## src/rtl/branch_resolve_pipe.sv

```systemverilog
// Two-stage RV32I branch/jump resolver: S1 captures the op, S2 holds the resolved
// next PC, link value and mispredict flag until ROB writeback accepts it.
module branch_resolve_pipe #(
  parameter int WIDTH = 32,
  parameter int TAGW  = 4,
  parameter int CNTW  = 16
) (
  input  logic             clk,
  input  logic             reset,
  input  logic             flush,
  input  logic             in_valid,
  output logic             in_ready,
  input  logic [2:0]       in_op,
  input  logic [WIDTH-1:0] in_pc,
  input  logic [WIDTH-1:0] in_imm,
  input  logic [WIDTH-1:0] in_rs1,
  input  logic [WIDTH-1:0] in_rs2,
  input  logic [WIDTH-1:0] in_pred_pc,
  input  logic [TAGW-1:0]  in_tag,
  output logic             out_valid,
  input  logic             out_ready,
  output logic [TAGW-1:0]  out_tag,
  output logic             out_taken,
  output logic [WIDTH-1:0] out_next_pc,
  output logic [WIDTH-1:0] out_link,
  output logic             out_mispredict,
  output logic             redirect_valid,
  output logic [WIDTH-1:0] redirect_pc,
  output logic             early_jump,
  output logic [WIDTH-1:0] early_pc,
  output logic [CNTW-1:0]  branch_cnt,
  output logic [CNTW-1:0]  mispredict_cnt
);

  localparam logic [2:0] OP_BEQ  = 3'd0;
  localparam logic [2:0] OP_BNE  = 3'd1;
  localparam logic [2:0] OP_BLT  = 3'd2;
  localparam logic [2:0] OP_BGE  = 3'd3;
  localparam logic [2:0] OP_BLTU = 3'd4;
  localparam logic [2:0] OP_BGEU = 3'd5;
  localparam logic [2:0] OP_JAL  = 3'd6;
  localparam logic [2:0] OP_JALR = 3'd7;

  // Direction of the op; jumps are unconditionally taken.
  function automatic logic branch_cond(input logic [2:0] op,
                                       input logic [WIDTH-1:0] a,
                                       input logic [WIDTH-1:0] b);
    logic signed [WIDTH-1:0] sa;
    logic signed [WIDTH-1:0] sb;
    sa = a;
    sb = b;
    case (op)
      OP_BEQ:  return a == b;
      OP_BNE:  return a != b;
      OP_BLT:  return sa < sb;
      OP_BGE:  return sa >= sb;
      OP_BLTU: return a < b;
      OP_BGEU: return a >= b;
      default: return 1'b1;
    endcase
  endfunction

  logic             vld_p1;
  logic [2:0]       op_p1;
  logic [WIDTH-1:0] pc_p1;
  logic [WIDTH-1:0] imm_p1;
  logic [WIDTH-1:0] rs1_p1;
  logic [WIDTH-1:0] rs2_p1;
  logic [WIDTH-1:0] pred_p1;
  logic [TAGW-1:0]  tag_p1;

  logic             vld_p2;
  logic [TAGW-1:0]  tag_p2;
  logic             taken_p2;
  logic [WIDTH-1:0] next_pc_p2;
  logic [WIDTH-1:0] link_p2;
  logic             misp_p2;

  logic             s2_adv;
  logic             s1_adv;
  logic             accept;
  logic             xfer;
  logic [WIDTH-1:0] seq_p1;
  logic [WIDTH-1:0] tgt_p1;
  logic [WIDTH-1:0] jalr_p1;
  logic             taken_p1;
  logic [WIDTH-1:0] next_pc_p1;

  assign s2_adv   = !vld_p2 || out_ready;
  assign s1_adv   = vld_p1 && s2_adv;
  assign in_ready = !vld_p1 || s2_adv;
  assign accept   = in_valid && in_ready;
  assign xfer     = vld_p2 && out_ready;

  // Stage 0 -> 1: capture the op from the reservation station.
  always_ff @(posedge clk or negedge reset) begin
    if (!reset) begin
      vld_p1  <= 1'b0;
      op_p1   <= '0;
      pc_p1   <= '0;
      imm_p1  <= '0;
      rs1_p1  <= '0;
      rs2_p1  <= '0;
      pred_p1 <= '0;
      tag_p1  <= '0;
    end else if (flush) begin
      vld_p1 <= 1'b0;
    end else if (accept) begin
      vld_p1  <= 1'b1;
      op_p1   <= in_op;
      pc_p1   <= in_pc;
      imm_p1  <= in_imm;
      rs1_p1  <= in_rs1;
      rs2_p1  <= in_rs2;
      pred_p1 <= in_pred_pc;
      tag_p1  <= in_tag;
    end else if (s1_adv) begin
      vld_p1 <= 1'b0;
    end
  end

  assign seq_p1     = pc_p1 + WIDTH'(1);
  assign tgt_p1     = pc_p1 + imm_p1;
  assign jalr_p1    = rs1_p1 + imm_p1;
  assign taken_p1   = branch_cond(op_p1, rs1_p1, rs2_p1);
  assign next_pc_p1 = (op_p1 == OP_JALR) ? jalr_p1 : (taken_p1 ? tgt_p1 : seq_p1);

  // A wrong JAL prediction is already known in S1, independent of S2 stalls.
  assign early_jump = vld_p1 && (op_p1 == OP_JAL) && (tgt_p1 != pred_p1);
  assign early_pc   = tgt_p1;

  // Stage 1 -> 2: register the resolved result for writeback.
  always_ff @(posedge clk or negedge reset) begin
    if (!reset) begin
      vld_p2     <= 1'b0;
      tag_p2     <= '0;
      taken_p2   <= 1'b0;
      next_pc_p2 <= '0;
      link_p2    <= '0;
      misp_p2    <= 1'b0;
    end else if (flush) begin
      vld_p2 <= 1'b0;
    end else if (s2_adv) begin
      vld_p2 <= vld_p1;
      if (vld_p1) begin
        tag_p2     <= tag_p1;
        taken_p2   <= taken_p1;
        next_pc_p2 <= next_pc_p1;
        link_p2    <= seq_p1;
        misp_p2    <= next_pc_p1 != pred_p1;
      end
    end
  end

  always_ff @(posedge clk or negedge reset) begin
    if (!reset) begin
      branch_cnt     <= '0;
      mispredict_cnt <= '0;
    end else if (xfer && !flush) begin
      branch_cnt <= branch_cnt + CNTW'(1);
      if (misp_p2) mispredict_cnt <= mispredict_cnt + CNTW'(1);
    end
  end

  assign out_valid      = vld_p2;
  assign out_tag        = tag_p2;
  assign out_taken      = taken_p2;
  assign out_next_pc    = next_pc_p2;
  assign out_link       = link_p2;
  assign out_mispredict = misp_p2;
  // Redirect only on an actual handoff; a stalled or flushed result stays silent.
  assign redirect_valid = xfer && misp_p2 && !flush;
  assign redirect_pc    = next_pc_p2;

endmodule

```

## config.mk

```make
export PLATFORM = sky130hd
export DESIGN_NAME = branch_resolve_pipe
export DESIGN_NICKNAME = d
export VERILOG_FILES = /design/src/rtl/branch_resolve_pipe.sv
export SDC_FILE = /design/constraint.sdc
export NUM_CORES = 1
export LEC_CHECK = 0
export CAP_MARGIN = 5
export CORE_MARGIN = 2
export CORE_UTILIZATION = 43
export CTS_CLUSTER_DIAMETER = 150
export DETAILED_ROUTE_END_ITERATION = 8
export GPL_TIMING_DRIVEN = 0
export PLACE_DENSITY = 0.71
export SETUP_SLACK_MARGIN = 0.02
export SYNTH_ARGS = -nofsm -noshare
export SYNTH_HDL_FRONTEND = slang
export SYNTH_SLANG_ARGS = --single-unit
```

## constraint.sdc

```tcl
create_clock -name clk -period 3.5 [get_ports clk]
set_input_delay 0.35 -clock clk [delete_from_list [all_inputs] [get_ports clk]]
set_output_delay 0.35 -clock clk [all_outputs]
set_load 0.02 [all_outputs]
```

==> results of run 1 <==
cell usage in the layout (no fill, tap or decap), types with 40 or more instances in the layout:
cell	instances
nand2_1	170
clkdlybuf4s50_1	313
dfrtp_1	256
buf_4	126
clkbuf_1	53
xnor2_1	84
xor2_1	54
nand3_1	53
buf_6	40
ha_1	65
o21ai_0	55
nor2_1	101
a21oi_1	69
mux2_2	175
inv_1	62
critical path, stage by stage, from the launching register on:
cell      delay [ns]
dfrtp_1         0.43
ha_4            0.19
fa_2            0.35
a21o_1          0.19
a31o_4          0.24
o21ai_4         0.25
nand3_4         0.15
a2111o_1        0.44
o311ai_4        0.15
xnor2_1         0.20
nand4b_1        0.13
nor4_2          0.36
and3_1          0.23
a31oi_2         0.11
buf_4           0.18
per-layer routing:
metal	global-route usage, %	share of wire (%)	vias up
li1	-	-	7649
met1	41.34	43	8260
met2	52.11	47	650
met3	4.236	6.2	143
met4	9.704	3.6	0
met5	0	0	-
worst min-delay path by stage:
stage	from	end	slack [ns]	cells past startpoint
2_1_floorplan	reset	branch_cnt[0]	0.05	0
3_3_place_gp	tag_p1[0]	out_tag[0]	0.44	2
3_5_place_dp	reset	branch_cnt[14]	0.23	1
4_1_cts	reset	branch_cnt[14]	0.22	2
5_1_grt	reset	branch_cnt[13]	0.23	2
6_report	reset	branch_cnt[13]	0.22	2
per-stage QoR:
step           hold slack, ns  cells  worst slack, ns  util (%)
6_report               0.2209   2897           -1.055     63.51
2_1_floorplan         0.05441   1854        -0.007144         -
3_3_place_gp           0.4448   2727           -10.17     54.16
4_1_cts                0.2215   2854           -1.010     60.46
3_5_place_dp           0.2272   2729           -1.572     54.30
5_1_grt                0.2350   2897           -1.160     63.51
final cells by class:
| cell class | count | area share [%] |
|---|---|---|
| Multi-Input combinational cell | 1397 | 45.71 |
| Clock buffer | 46 | 3.440 |
| Tap cell | 532 | 2.567 |
| Timing Repair Buffer | 471 | 18.02 |
| Sequential cell | 271 | 26.22 |
| Inverter | 70 | 1.042 |
| Clock inverter | 9 | 0.6080 |
| Buffer | 101 | 2.393 |
sequential cells by signal, summed over array words and instances (netlist names), 32 cells and up:
| name | count |
|---|---|
| imm_p1 | 32 |
| out_next_pc | 32 |
| out_link | 32 |
| pred_p1 | 32 |
| rs2_p1 | 32 |
| rs1_p1 | 32 |
| pc_p1 | 32 |
cells by family after synthesis:
family                     count (synthesis)
DFF                                      271
AOI/OAI and AO/OA                        396
adders and majority gates                 99
buffers and inverters                    186
muxes                                    192
xor gates and xnor gates                 164
and+or+nand+nor                          546
power breakdown:
| part | switching, W | leakage (nW) | internal (W) | total (W) |
|---|---|---|---|---|
| logic | 0.00637 | 7.11 | 0.00553 | 0.0119 |
| clock network | 0.00132 | 0.511 | 0.00204 | 0.00337 |
| registers | 0.000706 | 3.26 | 0.00375 | 0.00446 |
| total | 0.00840 | 10.9 | 0.0113 | 0.0197 |
what timing repair did:
item,in CTS,in global routing
cloned,0,2
hold buffers,1,0
endpoints found under the setup margin,61,65
setup buffers,77,56
hold endpoints to repair,29,0
pin swaps,72,75
gates resized for setup,294,204
==> qor.txt, run 1 <==
Power Density - 760.7 nW/µm²
crit path max fanout - 4
post-synthesis sequential area ratio - 38.09%
Ports - 342
RSZ-0062 raised after global routing - true
total power - 0.01972 W
Syn. warnings - 0
simple-gate share of the synthesized area - 14.98%
RR Endpoint - out_mispredict
clock sinks - 271
post-route cell area - 25930 µm²
initial antenna violation count - 0
post-synth top area share - 38.09%
R2R Setup Slk - -0.72 ns
Max Root-Sink Buffers - 3
Crit Path Class - flip-flop to primary output
Fin Setup TNS - -5.573 ns
post-synth cell types - 81
via density per instance - 5.765
Post-Synth Adder-Cell Area - 7.042%
gr usage total - 30.96%
worst setup path startpoint - imm_p1[0]
CTS tree - built
EDFF count, synth - 0
Fin. Hold Viols - 0
Synth Cell Area - 17800 µm²
Post-Syn Instances - 1854
clock period minus final worst setup slack - 4.555 ns
first-pass detailed-route iteration total - 6
FP Rows - 74
width of the die - 207.5 µm
area of the die - 43050 µm²
most frequent cells after synthesis - 271 x dfrtp_1, 178 x nand2_1, 176 x mux2_2, 112 x nor2_1, 100 x xnor2_1
CP Capture Point - early_jump
htree depth - 1
Synth Area in XOR/XNOR - 8.455%
starting density of the core - 43.60%
area after detailed placement - 22170 µm²
Worst-Skew Late Latency - 0.59 ns
quantity of I/O buffers inserted on ports - 341
DRT antenna net count - 0
Detailed Route Iter0 Violations - 1314
Slew Limit Fails - 0
global-route wire length before repair - 102400 µm
fin nets - 2613
HP Class - input pin to async pin
total CTS buffers - 30
Max Cap Viol - 0
layout cell share with drive strength beyond 1 - 27.86%
clk slew on worst S/H paths - 0.06 ns
# fillers - 3346
register area - 6800 µm²
asr flop ratio synth - 100.0%
cell leakage power - 10.88 nW
clock skew - 0.02979 ns
Die Ht - 207.5 µm
Worst VDD drop - 0.4223 mV
post-DP HPWL - 54640 µm
r2r startpoint - rs1_p1[2]
largest net degree at the start of global routing - 125
Final Worst Setup Slack - -1.055 ns
n_diodes - 0
CP endpoint kind - primary output
final wirelength - 69520 µm
setup violators final - 28
Mapped Avg Cell Area - 9.603 µm²
complex-gate fraction of the synthesized area - 14.69%
area leader, netlist - dfrtp_1
Crit path required time - 3.15 ns
multi-input logic area - 11850 µm²
top-count cell post-synth - dfrtp_1
multiplexer area fraction after synthesis - 12.03%
CTS Root Buffer Type - clkbuf_16
vias in the first global route - 16.67k
crit share post-route - 130.1%
Post-synth top flop - dfrtp_1
final global-route overflow total - 0
failing checks - negative setup slack
worst r2r path cells - 18
maximum clock frequency - 0.2195 GHz
core box area - 40830 µm²
per-cell routed wire length - 24.00 µm
status - finished, violations left
area growth from synthesis to final layout - 45.65%
DRC errors left - 0
Worst Path Arrival - 4.20 ns
Rel. slew slack - 23.43%
Seq cells post-synth - 271
RD Place Congestion - 0.9608
Critical Path Start Type - flip-flop
DR vias - 16.70k
Syn Nets - 2125
largest cells by area after synthesis - dfrtp_1 38%, mux2_2 11%, ha_1 6.8%
largest family of logic cells by synthesized area - simple AND/OR/NAND/NOR gates
Worst Max-Slew Pin Slew - 1.146 ns
(Power assumes the default switching activity.)
==> run 2, diff against run 1 <==
Settings changed: ABC_AREA from default to 0.
==> results of run 2 <==
No change in the layout: final DEF, timing and power equal those of run 1.
==> run 3, diff against run 2 <==
Settings changed: RECOVER_POWER from default to 100.
==> run 3 against run 2 <==
The run ends with max-capacitance violations, max-slew violations, negative setup slack left. Largest power group unchanged. Final cell count unchanged. Register-to-register slack worse by 0.12 ns. Largest cell class unchanged. Combinational power about the same. Total power down 1.4%. Sequential power about the same. Clock-buffer cell count unchanged. Clock skew down 0.0057 ns.
==> qor.txt, run 3 (same netlist as run 1, synthesis figures left out) <==
status - finished, violations left
failing checks - max-capacitance violations, max-slew violations, negative setup slack
n_diodes - 0
clock sinks - 271
most frequent cells in the layout - 256 x dfrtp_1, 174 x mux2_2, 171 x nand2_1, 171 x clkdlybuf4s50_1, 143 x dlygate4sd3_1
Psw - 0.008364 W
cell leakage power - 11.03 nW
initial antenna violation count - 0
Comb power frac - 59.9%
Power Density - 753.1 nW/µm²
WL met1 - 29920 µm
Detailed Route Iter0 Violations - 1326
WL met3 - 4295 µm
CTS tree - built
via density per instance - 5.765
Final Worst Setup Slack - -1.054 ns
Ports - 342
hold path depth - 2
CP endpoint kind - primary output
Critical-path top delay cell - a2111o_1
crit share post-route - 130.1%
RSZ-0062 raised after global routing - true
area of the die - 43050 µm²
Crit Path Class - flip-flop to primary output
Die Ht - 207.5 µm
met2 routed WL - 32900 µm
largest net degree at the start of global routing - 125
RR Endpoint - out_mispredict
CTS Root Buffer Type - clkbuf_16
R2R Setup Slk - -0.84 ns
total CTS buffers - 30
Flop pwr share - 22.8%
Worst Path Arrival - 4.20 ns
Worst-Skew Late Latency - 0.59 ns
Rel. slew slack - -5.558%
vias in the first global route - 16.67k
Hold EP - rs2_p1[21]
HP Class - input pin to flip-flop
Max Root-Sink Buffers - 3
fin nets - 2613
DR vias - 16.70k
share of total power in the clock network - 17.3%
top layer in use - met4
clock period minus final worst setup slack - 4.554 ns
final wirelength - 69560 µm
width of the die - 207.5 µm
gr usage total - 30.96%
post-route cell area - 25830 µm²
first-pass detailed-route iteration total - 6
starting density of the core - 43.60%
WHS - 0.3760 ns
per-cell routed wire length - 24.01 µm
Critical Path Max Stage Delay - 0.44 ns
DRT antenna net count - 0
r2r startpoint - pc_p1[2]
most common cell after layout, fill and taps aside - dfrtp_1
Fin Setup TNS - -6.747 ns
setup violators final - 32
Worst VDD drop - 0.4224 mV
clk slew on worst S/H paths - 0.06 ns
worst r2r path cells - 13
Fin. Hold Viols - 0
Sw Ratio - 43.00%
Worst Max-Slew Pin Slew - 1.583 ns
htree depth - 1
Hold Startpoint - in_rs2[21]
clock skew - 0.02407 ns
post-DP HPWL - 54640 µm
DRC errors left - 0
layout cell share with drive strength beyond 1 - 27.61%
RD Place Congestion - 0.9608
Max Cap Viol - 2
quantity of I/O buffers inserted on ports - 341
Crit path required time - 3.15 ns
core box area - 40830 µm²
maximum clock frequency - 0.2196 GHz
Critical Path Start Type - flip-flop
area growth from synthesis to final layout - 45.10%
CP Cell Sequence - ha_4, fa_2, a21o_1, a31o_4, o21ai_4, nand3_4, a2111o_1, o311ai_4, xnor2_1, nand4b_1, nor4_2, and3_1, a31oi_2, buf_4
area after detailed placement - 22170 µm²
Slew Limit Fails - 203
crit path max fanout - 4
final global-route overflow total - 0
global-route wire length before repair - 102400 µm
P_int - 0.01109 W
FP Rows - 74
[run 3: power groups by stage]
| stage | clock network (W) | logic (W) | registers (W) |
|---|---|---|---|
| after floorplan | 0 | 0.00516 | 0.00463 |
| after global placement | 0 | 0.00907 | 0.00448 |
| after detailed placement | 0 | 0.00915 | 0.00450 |
| after CTS | 0.00340 | 0.0104 | 0.00444 |
| after global routing | 0.00354 | 0.0122 | 0.00452 |
| final | 0.00336 | 0.0117 | 0.00444 |
[run 3: layout make-up]
type,count,area [µm²]
multi-input cells,1397,11830
repair buffers,471,4599
flip-flops and latches,271,6800
inverters,70,270.3
plain buffers,101,620.6
fillers,3360,15000
clock inverters,9,157.7
well taps,532,665.6
clock buffers,46,892.1
[run 3: how the worst max path moves through the flow]
stage | cells after the start | end | startpoint | slack (ns)
2_1_floorplan | 13 | early_jump | pc_p1[11] | -0.007
3_3_place_gp | 1 | pc_p1[8] | reset | -10.17
3_5_place_dp | 14 | out_mispredict | rs1_p1[15] | -1.57
4_1_cts | 16 | early_jump | imm_p1[0] | -1.01
5_1_grt | 16 | early_jump | imm_p1[0] | -1.16
6_report | 14 | early_jump | imm_p1[0] | -1.05
[run 3: critical path: cells and delay by family (launching register included)]
kind	cells	cell delay [ns]
compound gates	6	1.38
simple gates	4	0.87
fa+ha+maj	2	0.54
flops	1	0.43
xor+xnor	1	0.20
buf+inv	1	0.18
[run 3: metal layers]
layer / global-route usage (%) / vias to the layer above
met2: 52.11 / 674
met4: 9.704 / 0
met3: 4.236 / 134
met1: 41.34 / 8250
met5: 0 / -
li1: - / 7642
[run 3: repair_timing]
action | 4_1_cts | 5_1_grt
resized for setup | 294 | 204
hold buffers | 1 | 0
endpoints found under the setup margin | 61 | 65
endpoints found under the hold margin | 29 | 0
pin swaps | 72 | 75
setup buffers | 77 | 56
gates cloned | 0 | 2
[run 3: stage by stage]
stage          utilization, %  setup WS (ns)  std cells  power (W)
2_1_floorplan               -      -0.007144       1854   0.009791
3_3_place_gp            54.16         -10.17       2727    0.01355
3_5_place_dp            54.30         -1.572       2729    0.01366
4_1_cts                 60.46         -1.010       2854    0.01822
5_1_grt                 63.27         -1.160       2897    0.02029
6_report                63.27         -1.054       2897    0.01945
